$ cat config.mk
export PLATFORM = sky130hd
export DESIGN_NAME = ibex_rf_wb_queue
export DESIGN_NICKNAME = d
export VERILOG_FILES = /design/src/rtl/ibex_rf_wb_queue.sv
export SDC_FILE = /design/constraint.sdc
export NUM_CORES = 1
export LEC_CHECK = 0
export ABC_AREA = 1
export BUFFER_PORTS_ARGS = -buffer_cell sky130_fd_sc_hd__buf_2
export CAP_MARGIN = 20
export CORE_MARGIN = 2
export CORE_UTILIZATION = 52
export CTS_BUF_LIST = sky130_fd_sc_hd__clkbuf_8 sky130_fd_sc_hd__clkbuf_16
export DETAILED_ROUTE_END_ITERATION = 7
export GPL_ROUTABILITY_DRIVEN = 0
export PLACE_DENSITY_LB_ADDON = 0.3
export SKIP_CTS_REPAIR_TIMING = 1
export SLEW_MARGIN = 5
export SYNTH_ARGS = -nofsm -noshare
export SYNTH_HDL_FRONTEND = slang
export SYNTH_SLANG_ARGS = --single-unit
$ cat constraint.sdc
create_clock -name clk_int -period 9.3 [get_ports clk_int]
set_input_delay 0.93 -clock clk_int [delete_from_list [all_inputs] [get_ports clk_int]]
set_output_delay 0.93 -clock clk_int [all_outputs]
set_load 0.03 [all_outputs]
$ cat src/rtl/ibex_rf_wb_queue.sv
// ibex_rf_wb_queue: write-back queue in front of the latch register file write port.
// Merges the EX and LSU write-back streams into one RF write per cycle, buffers
// same-cycle collisions and hides the latch write latency from ID.
// Optional feature macro IBEX_WBQ_FWD_EN: when defined, pending and retiring data
// is forwarded to the read ports. When undefined, reads are passed through and
// raw_hazard_o flags reads that would otherwise see stale data.
module ibex_rf_wb_queue #(
    parameter bit          RV32E     = 1'b0,
    parameter int unsigned DataWidth = 32,
    parameter int unsigned Depth     = 2
) (
    input  logic                 clk_int,
    input  logic                 rst_ni,
    input  logic                 ex_valid_i,
    output logic                 ex_ready_o,
    input  logic [4:0]           ex_waddr_i,
    input  logic [DataWidth-1:0] ex_wdata_i,
    input  logic                 lsu_valid_i,
    output logic                 lsu_ready_o,
    input  logic [4:0]           lsu_waddr_i,
    input  logic [DataWidth-1:0] lsu_wdata_i,
    output logic                 we_a_o,
    output logic [4:0]           waddr_a_o,
    output logic [DataWidth-1:0] wdata_a_o,
    input  logic [4:0]           raddr_a_i,
    input  logic [4:0]           raddr_b_i,
    input  logic [DataWidth-1:0] rf_rdata_a_i,
    input  logic [DataWidth-1:0] rf_rdata_b_i,
    output logic [DataWidth-1:0] rdata_a_o,
    output logic [DataWidth-1:0] rdata_b_o,
    output logic                 raw_hazard_o,
    output logic                 empty_o
);
    localparam int unsigned AddrW = RV32E ? 4 : 5;
    localparam int unsigned CntW  = $clog2(Depth + 1);

    // Entry 0 is the head (oldest); higher indices are younger.
    logic [4:0]           q_addr   [Depth];
    logic [DataWidth-1:0] q_data   [Depth];
    logic [4:0]           q_addr_n [Depth];
    logic [DataWidth-1:0] q_data_n [Depth];

    logic [CntW-1:0] count, count_n, count_pp, ex_slot;
    logic [CntW:0]   free;
    logic            pop, lsu_nz, ex_nz, lsu_push, ex_push;

    logic            retire_valid;
    logic [4:0]      retire_addr;
`ifdef IBEX_WBQ_FWD_EN
    logic [DataWidth-1:0] retire_data;
`endif

    // The head is written to the RF every cycle the queue is non-empty.
    assign pop      = (count != '0);
    assign count_pp = count - CntW'(pop);
    assign free     = (CntW+1)'(Depth) - {1'b0, count} + (CntW+1)'(pop);

    // Writes to x0 are acknowledged but dropped.
    assign lsu_nz = |lsu_waddr_i[AddrW-1:0];
    assign ex_nz  = |ex_waddr_i[AddrW-1:0];

    // LSU belongs to the older instruction, so it claims a free slot first.
    assign lsu_ready_o = (free >= (CntW+1)'(1));
    assign ex_ready_o  = (free >= (CntW+1)'(1) + (CntW+1)'(lsu_valid_i & lsu_nz));
    assign lsu_push    = lsu_valid_i & lsu_ready_o & lsu_nz;
    assign ex_push     = ex_valid_i & ex_ready_o & ex_nz;

    // Pushes land behind the post-pop tail, LSU before EX.
    assign ex_slot = count_pp + CntW'(lsu_push);
    assign count_n = count_pp + CntW'(lsu_push) + CntW'(ex_push);

    // Next queue contents: shift out the head on pop, then insert new entries.
    always_comb begin
        for (int i = 0; i < Depth; i++) begin
            q_addr_n[i] = q_addr[i];
            q_data_n[i] = q_data[i];
        end
        if (pop) begin
            for (int i = 0; i < Depth - 1; i++) begin
                q_addr_n[i] = q_addr[i+1];
                q_data_n[i] = q_data[i+1];
            end
        end
        for (int i = 0; i < Depth; i++) begin
            if (lsu_push && (CntW'(i) == count_pp)) begin
                q_addr_n[i] = lsu_waddr_i;
                q_data_n[i] = lsu_wdata_i;
            end
            if (ex_push && (CntW'(i) == ex_slot)) begin
                q_addr_n[i] = ex_waddr_i;
                q_data_n[i] = ex_wdata_i;
            end
        end
    end

    // Occupancy and retire-slot valid; reset drops every pending write at once.
    always_ff @(posedge clk_int or negedge rst_ni) begin
        if (!rst_ni) begin
            count        <= '0;
            retire_valid <= 1'b0;
        end else begin
            count        <= count_n;
            retire_valid <= pop;
        end
    end

    // Payload storage; contents only matter while covered by count/retire_valid.
    always_ff @(posedge clk_int) begin
        for (int i = 0; i < Depth; i++) begin
            q_addr[i] <= q_addr_n[i];
            q_data[i] <= q_data_n[i];
        end
        if (pop) begin
            retire_addr <= q_addr[0];
`ifdef IBEX_WBQ_FWD_EN
            retire_data <= q_data[0];
`endif
        end
    end

    assign we_a_o    = pop;
    assign waddr_a_o = pop ? q_addr[0] : '0;
    assign wdata_a_o = pop ? q_data[0] : '0;
    assign empty_o   = ~pop & ~retire_valid;

`ifdef IBEX_WBQ_FWD_EN
    logic [DataWidth-1:0] fwd_a, fwd_b;

    // Forward read data: youngest queue entry beats retire slot beats the RF.
    always_comb begin
        fwd_a = rf_rdata_a_i;
        fwd_b = rf_rdata_b_i;
        if (retire_valid && (retire_addr[AddrW-1:0] == raddr_a_i[AddrW-1:0])) fwd_a = retire_data;
        if (retire_valid && (retire_addr[AddrW-1:0] == raddr_b_i[AddrW-1:0])) fwd_b = retire_data;
        for (int i = 0; i < Depth; i++) begin
            if ((CntW'(i) < count) && (q_addr[i][AddrW-1:0] == raddr_a_i[AddrW-1:0])) fwd_a = q_data[i];
            if ((CntW'(i) < count) && (q_addr[i][AddrW-1:0] == raddr_b_i[AddrW-1:0])) fwd_b = q_data[i];
        end
        if (raddr_a_i[AddrW-1:0] == '0) fwd_a = rf_rdata_a_i;
        if (raddr_b_i[AddrW-1:0] == '0) fwd_b = rf_rdata_b_i;
    end

    assign rdata_a_o    = fwd_a;
    assign rdata_b_o    = fwd_b;
    assign raw_hazard_o = 1'b0;
`else
    logic hit_a, hit_b;

    // Flag reads of registers with a write still pending or retiring.
    always_comb begin
        hit_a = retire_valid && (retire_addr[AddrW-1:0] == raddr_a_i[AddrW-1:0]);
        hit_b = retire_valid && (retire_addr[AddrW-1:0] == raddr_b_i[AddrW-1:0]);
        for (int i = 0; i < Depth; i++) begin
            if ((CntW'(i) < count) && (q_addr[i][AddrW-1:0] == raddr_a_i[AddrW-1:0])) hit_a = 1'b1;
            if ((CntW'(i) < count) && (q_addr[i][AddrW-1:0] == raddr_b_i[AddrW-1:0])) hit_b = 1'b1;
        end
    end

    assign rdata_a_o    = rf_rdata_a_i;
    assign rdata_b_o    = rf_rdata_b_i;
    assign raw_hazard_o = ((|raddr_a_i[AddrW-1:0]) & hit_a) | ((|raddr_b_i[AddrW-1:0]) & hit_b);
`endif

endmodule

==> impl_results.md, run 1 <==
- Outcome: complete, no violations
- Share of layout cells above drive strength 1: 0.195
- Via density: between 5 and 6
- Pin count of the biggest net entering global routing: 77
- Largest fanout on the critical path: 41
- Count leader, synth: nand2_1
- Sw Share: 0.484
- Post-Layout Cell Count: between 900 and 1,000
- Max Clk Rate: ~240 MHz
- Cell mode on critical path: inv_1
- Fin area: a little over 0.006 mm²
- Critical Path Source Type: input pin
- Final Setup Violations: 0
- Synth cell count leaders: nand2_1 (307), nand3_1 (87), edfxtp_1 (79)
- Synth Register Bits: between 80 and 90
- DP Wirelength: 9920 µm
- Cell leakage power: approximately 3.3 nW
- DR iter-0 viols: roughly 450
- CTS sink count: 82
- Met1 usage: 0.310
- Crit path kind: input pin to register
- Reg-to-Reg Start: count[1]$_DFF_PN0_
- Post-route minimum period: around 4.1 ns
- CP Depth: 12
- Chip width: about 110 µm
- Register Area: between 0.002 and 0.0025 mm²
- Share of the synthesized area in the top cell type: 0.413
- Most used routing layer: met2
- Initial Utilization: 0.532
- Antenna violations before repair: 0
- Syn_area_per_cell: approximately 7.4 µm²
- Area of placed instances: 0.00586 mm²
- CP required: between 9 and 10 ns
- Number of port buffers: 129
- Worst Path Buf+Inv: 5
- Initial DRT Pass Iterations: 6
- Synthesized instance count: between 700 and 800
- Reg power frac: 0.347
- Internal power: roughly 1.0 mW
- CTS root buf: clkbuf_8
- First-pass GRT wire length: between 20,000 and 25,000 µm
- Worst rel slew slack: 0.390
- Sw power: roughly 980 µW
- Die Footprint: 0.0119 mm²
- Routed length per placed instance: 15.3 µm
- Syn Std Cell Area: 0.00574 mm²
- Final Skew: about 0.0064 ns
- Post-Syn Nets: about 940
- Setup slack at placement: ~4.7 ns
- Inst Count DP: between 900 and 1,000
- Vias in the first global route: 4,783
- Area grow syn2layout: 6.08%
- Worst setup margin: 5.20 ns
- CTS Buffer Depth: 2
- Worst Hold Class: input pin to asynchronous set/reset pin
- Slowest stage delay, CP: about 0.69 ns
- Cell Pwr Density: 334 mW/mm²
- Final wirelength: around 15,000 µm
- Synth area leaders: edfxtp_1 (41%), nand2_1 (20%), buf_4 (9.5%)
- DR DRC count: 0
- Grt ovf: 0
- Unrepaired setup endpoints after global routing: no
- I/O Pins: between 200 and 300
- Clock transition at path regs: roughly 0.080 ns
- Area leader, netlist: edfxtp_1
- Nets@finish: 973
- Rows: 38
- Max IR drop VDD: approximately 0.16 mV
- Worst-path cell chain: buf_2, nor3_2, nand2_1, buf_4, nand3_1, inv_1, ha_1, inv_1, nor2_4, nand2_2, o21ai_4, buf_12
- FF-to-FF path depth: 9
- Fillcell total: just over 1,000
- Die Y: roughly 110 µm
- Share of power burned in the clock network: 0.125
- Crit path DAT: around 4.2 ns
- Slew @ Worst Pin: 0.912 ns
- Routed Antenna Nets: 0
- Core Box Area: approximately 0.011 mm²
- Antenna diodes: 0
- Clock buffer count from CTS: 9
- Asr flop ratio synth: 0.0366
- Syn. warnings: 0
- Multi-input logic area: about 0.0023 mm²
- Vias: 5,143
- Post-synthesis sequential area ratio: 0.426
- Worst Setup SP: lsu_waddr_i[2]
- Met3 usage: 0.0412
- Comb power frac: 0.528
- Max Cap Viol: 0
- Crit path capture type: register
- Final hold vios: 0
- TritonCTS clock tree: yes
- Pins Over Slew Limit: 0
- Final worst-path cycle share: 0.441
- EDFF count, synth: 79
- Worst-skew pair later-pin latency: about 0.37 ns
- Netlist cell types: 24
- H-tree depth: 3
- Met2 Use GR: 0.407
- Cell family with the largest share of critical-path delay: simple AND/OR/NAND/NOR gates
- All-Layer GR Usage: 0.249
- Worst path slowest cell: nor2_4
- Ys flop type: edfxtp_1
- Setup TNS: 0 ns
==> power by group through the flow <==
stage / clock [mW] / combinational [mW] / sequential, mW
global placement: 0 / 1.03 / 0.713
finish: 0.254 / 1.07 / 0.707
detailed placement: 0 / 1.05 / 0.718
floorplan: 0 / 0.876 / 0.700
global route: 0.270 / 1.19 / 0.721
CTS: 0.257 / 1.05 / 0.710
==> flip-flops by register name, summed over array words and instances (netlist names) <==
signal / flops
retire_valid: 1
count: 2
retire_addr: 5
q_addr: 10
q_data: 64
==> logic make-up (layout without fill, tap and decap cells) <==
group	count (synthesis)	in the layout	share of synthesized area
compound gates	7	7	0.00653
xor+xnor	2	2	0.00632
fa+ha+maj	5	5	0.0109
buf+inv	175	217	0.177
flops	82	82	0.426
other cells	1	1	0.000653
simple gates	506	506	0.372
==> layout by cell type (no fill, tap or decap), types with 4 or more instances in the layout <==
master    count
buf_4         5
nand4_1      37
buf_2       129
nand3_1      85
edfxtp_1     79
o21ai_0       4
ha_1          5
clkbuf_8      9
nand2_1     307
inv_1        67
nor2_1       66
==> worst paths after layout <==
kind	slack, ns	to
max	5.20	q_data[0][36]$_DFFE_PP_
min	0.34	count[0]$_DFF_PN0_
max reg2reg	5.81	q_data[0][36]$_DFFE_PP_
min reg2reg	0.51	retire_addr[3]$_DFFE_PP_
max in group asynchronous	8.85	count[1]$_DFF_PN0_
min in group clk_int	0.51	retire_addr[3]$_DFFE_PP_
==> metrics by stage <==
step,power (mW),util,hold WS (ns)
floorplan,1.58,-,0.474
global placement,1.74,0.543,0.492
detailed placement,1.77,0.543,0.494
CTS,2.02,0.560,0.330
global route,2.18,0.565,0.341
finish,2.03,0.565,0.343
==> layout make-up <==
type | count | share of cell area
Clock buffer | 9 | 0.0203
Clock inverter | 6 | 0.00965
Inverter | 66 | 0.0407
Multi-Input combinational cell | 521 | 0.379
Sequential cell | 82 | 0.402
Tap cell | 140 | 0.0287
Timing Repair Buffer | 136 | 0.120
==> routing by layer <==
metal | up-vias | routed length, µm | share of wire
li1 | 2503 | - | -
met2 | 255 | 7160 | 0.49
met3 | 65 | 1180 | 0.080
met5 | - | 0 | 0
met4 | 0 | 589 | 0.040
met1 | 2320 | 5780 | 0.39
(Power assumes the default switching activity.)
==> run 2: changes to the inputs <==
--- a/config.mk
+++ b/config.mk
@@ -9,7 +9,7 @@
 export BUFFER_PORTS_ARGS = -buffer_cell sky130_fd_sc_hd__buf_2
 export CAP_MARGIN = 20
 export CORE_MARGIN = 2
-export CORE_UTILIZATION = 52
+export CORE_UTILIZATION = 44
 export CTS_BUF_LIST = sky130_fd_sc_hd__clkbuf_8 sky130_fd_sc_hd__clkbuf_16
 export DETAILED_ROUTE_END_ITERATION = 7
 export GPL_ROUTABILITY_DRIVEN = 0
==> constraint.sdc (replaced) <==
create_clock -name clk_int -period 3.75 [get_ports clk_int]
set_input_delay 0.375 -clock clk_int [delete_from_list [all_inputs] [get_ports clk_int]]
set_output_delay 0.375 -clock clk_int [all_outputs]
set_load 0.03 [all_outputs]
==> impl_results.md, run 2 (synthesis results as in run 1) <==
- Number of port buffers: 129
- Initial Utilization: 0.453
- Chip width: ~120 µm
- FF-to-FF path depth: 11
- Clock buffer count from CTS: 9
- Most common cell after layout, fill and taps aside: nand2_1
- Worst Hold Class: input pin to register
- Largest Register: q_data
- Grt ovf: 0
- Worst-path cell chain: inv_1, buf_4, nand2_1, buf_4, inv_1, buf_4, nor2_1, buf_2
- Fillcell total: 1,283
- Crit path DAT: ~2.6 ns
- Post-Layout Cell Count: roughly 1,000
- CTS root buf: clkbuf_16
- Cell leakage power: approximately 3.3 nW
- Max Clk Rate: between 300 and 400 MHz
- CP required: roughly 3.4 ns
- Worst path slowest cell: dfrtp_1
- Cell Pwr Density: 855 mW/mm²
- Pins Over Slew Limit: 0
- Vias in the first global route: approximately 4,700
- Max Cap Viol: 0
- H-tree depth: 3
- First-pass GRT wire length: about 24,000 µm
- I/O Pins: 258
- Worst Setup SP: count[1]$_DFF_PN0_
- Clock transition at path regs: approximately 0.060 ns
- Final Skew: between 0.006 and 0.007 ns
- Vias: 5,035
- Reg-to-Reg Start: count[1]$_DFF_PN0_
- Hold path endpoint: q_data[0][39]$_DFFE_PP_
- CTS sink count: 82
- Crit path kind: register to output pin
- Worst-skew pair later-pin latency: 0.34 ns
- Routed length per placed instance: roughly 15 µm
- Routed Antenna Nets: 0
- Final hold vios: 0
- Largest fanout on the critical path: 39
- Final wirelength: around 15,000 µm
- Critical Path Source Type: register
- Final worst-path cycle share: 0.802
- Core Box Area: 0.0127 mm²
- Worst rel slew slack: 0.456
- Crit path capture type: output pin
- Antenna violations before repair: 1
- Slowest stage delay, CP: between 0.4 and 0.5 ns
- Area grow syn2layout: 9.74%
- TritonCTS clock tree: yes
- Via density: ~5.0
- Die Y: between 100 and 150 µm
- Min-Delay Path Depth: 3
- All-Layer GR Usage: 0.220
- Share of layout cells above drive strength 1: 0.203
- HP Start: lsu_wdata_i[7]
- Unrepaired setup endpoints after global routing: no
- Rows: 41
- Die Footprint: around 0.014 mm²
- Nets@finish: slightly below 1,000
- Number of flip-flops in the largest register: 64
- Flop2flop setup slack: ~0.93 ns
- Final Setup Violations: 0
- Cell mode on critical path: buf_4
- Reg2reg end: q_data[0][49]$_DFFE_PP_
- Inst Count DP: slightly below 1,000
- CTS Buffer Depth: 2
- Setup TNS: 0 ns
- Most frequent cells in the layout: nand2_1 (307), buf_2 (129), nand3_1 (85)
- DR DRC count: 0
- Post-route minimum period: between 3 and 4 ns
- Initial DRT Pass Iterations: 5
- Outcome: complete, no violations
- Cell family with the largest share of critical-path delay: buffers and inverters
- Largest regs: q_data (64), q_addr (10), retire_addr (5)
- Max IR drop VDD: approximately 0.46 mV
- Slew @ Worst Pin: ~0.81 ns
- Worst Path Buf+Inv: 6
- DP Wirelength: around 11,000 µm
- Pin count of the biggest net entering global routing: 60
- DR iter-0 viols: just over 300
==> run 2: changes by cell type in the layout (fill, tap and decap cells not counted), sizes merged <==
cell	previous run	this run
inv	68	66
diode	0	1
dlygate4sd3	0	1
buf	136	143
bufinv	1	2
clkinv	2	4
clkinvlp	1	0
==> run 2: cell type report <==
cell class,count,area (µm²),share of cell area
Clock inverter,6,82.6,0.0131
Antenna cell,1,2.50,0.000397
Sequential cell,82,2450,0.388
Inverter,66,248,0.0393
Timing Repair Buffer,144,773,0.123
Multi-Input combinational cell,521,2310,0.366
Clock buffer,9,225,0.0357
Tap cell,172,215,0.0341
==> run 2: per-stage QoR <==
step / util / hold WS [ns] / instance area, µm² / setup WS (ns) / power (mW)
6_report: 0.497 / 0.324 / 6300 / 0.742 / 5.39
4_1_cts: 0.496 / -0.176 / 6290 / 0.683 / 5.42
2_1_floorplan: - / 0.0794 / 5740 / 0.293 / 3.90
3_5_place_dp: 0.472 / 0.182 / 5980 / 0.890 / 4.49
5_1_grt: 0.497 / 0.328 / 6300 / 0.496 / 5.77
3_3_place_gp: 0.472 / 0.182 / 5980 / 0.943 / 4.46
==> run 2: worst min-delay path, stage by stage <==
cell and delay (ns):
buf_2 0.09, nand2_1 0.05, nand2_1 0.04
==> run 2: power by group <==
part / internal [mW] / leakage [nW] / switching [mW]
Combinational: 0.738 / 2.37 / 1.97
Sequential: 1.58 / 0.818 / 0.177
Clock: 0.576 / 0.153 / 0.353
Total: 2.89 / 3.34 / 2.50
==> run 2: worst max-delay path by stage <==
stage                                   end  slack [ns]  depth (start not counted)
floorplan            q_addr[0][5]$_DFFE_PP_        0.29                         12
finish                        wdata_a_o[25]        0.74                          8
global route                  wdata_a_o[23]        0.50                          8
global placement    q_data[0][23]$_DFFE_PP_        0.94                         12
detailed placement  q_data[0][14]$_DFFE_PP_        0.89                          7
CTS                           wdata_a_o[25]        0.68                          8
==> run 2: per-layer routing <==
metal / share of wire / vias up / GRT usage
li1: - / 2518 / -
met1: 0.43 / 2276 / 0.279
met2: 0.48 / 189 / 0.363
met3: 0.062 / 52 / 0.0405
met4: 0.028 / 0 / 0.101
met5: 0 / - / 0
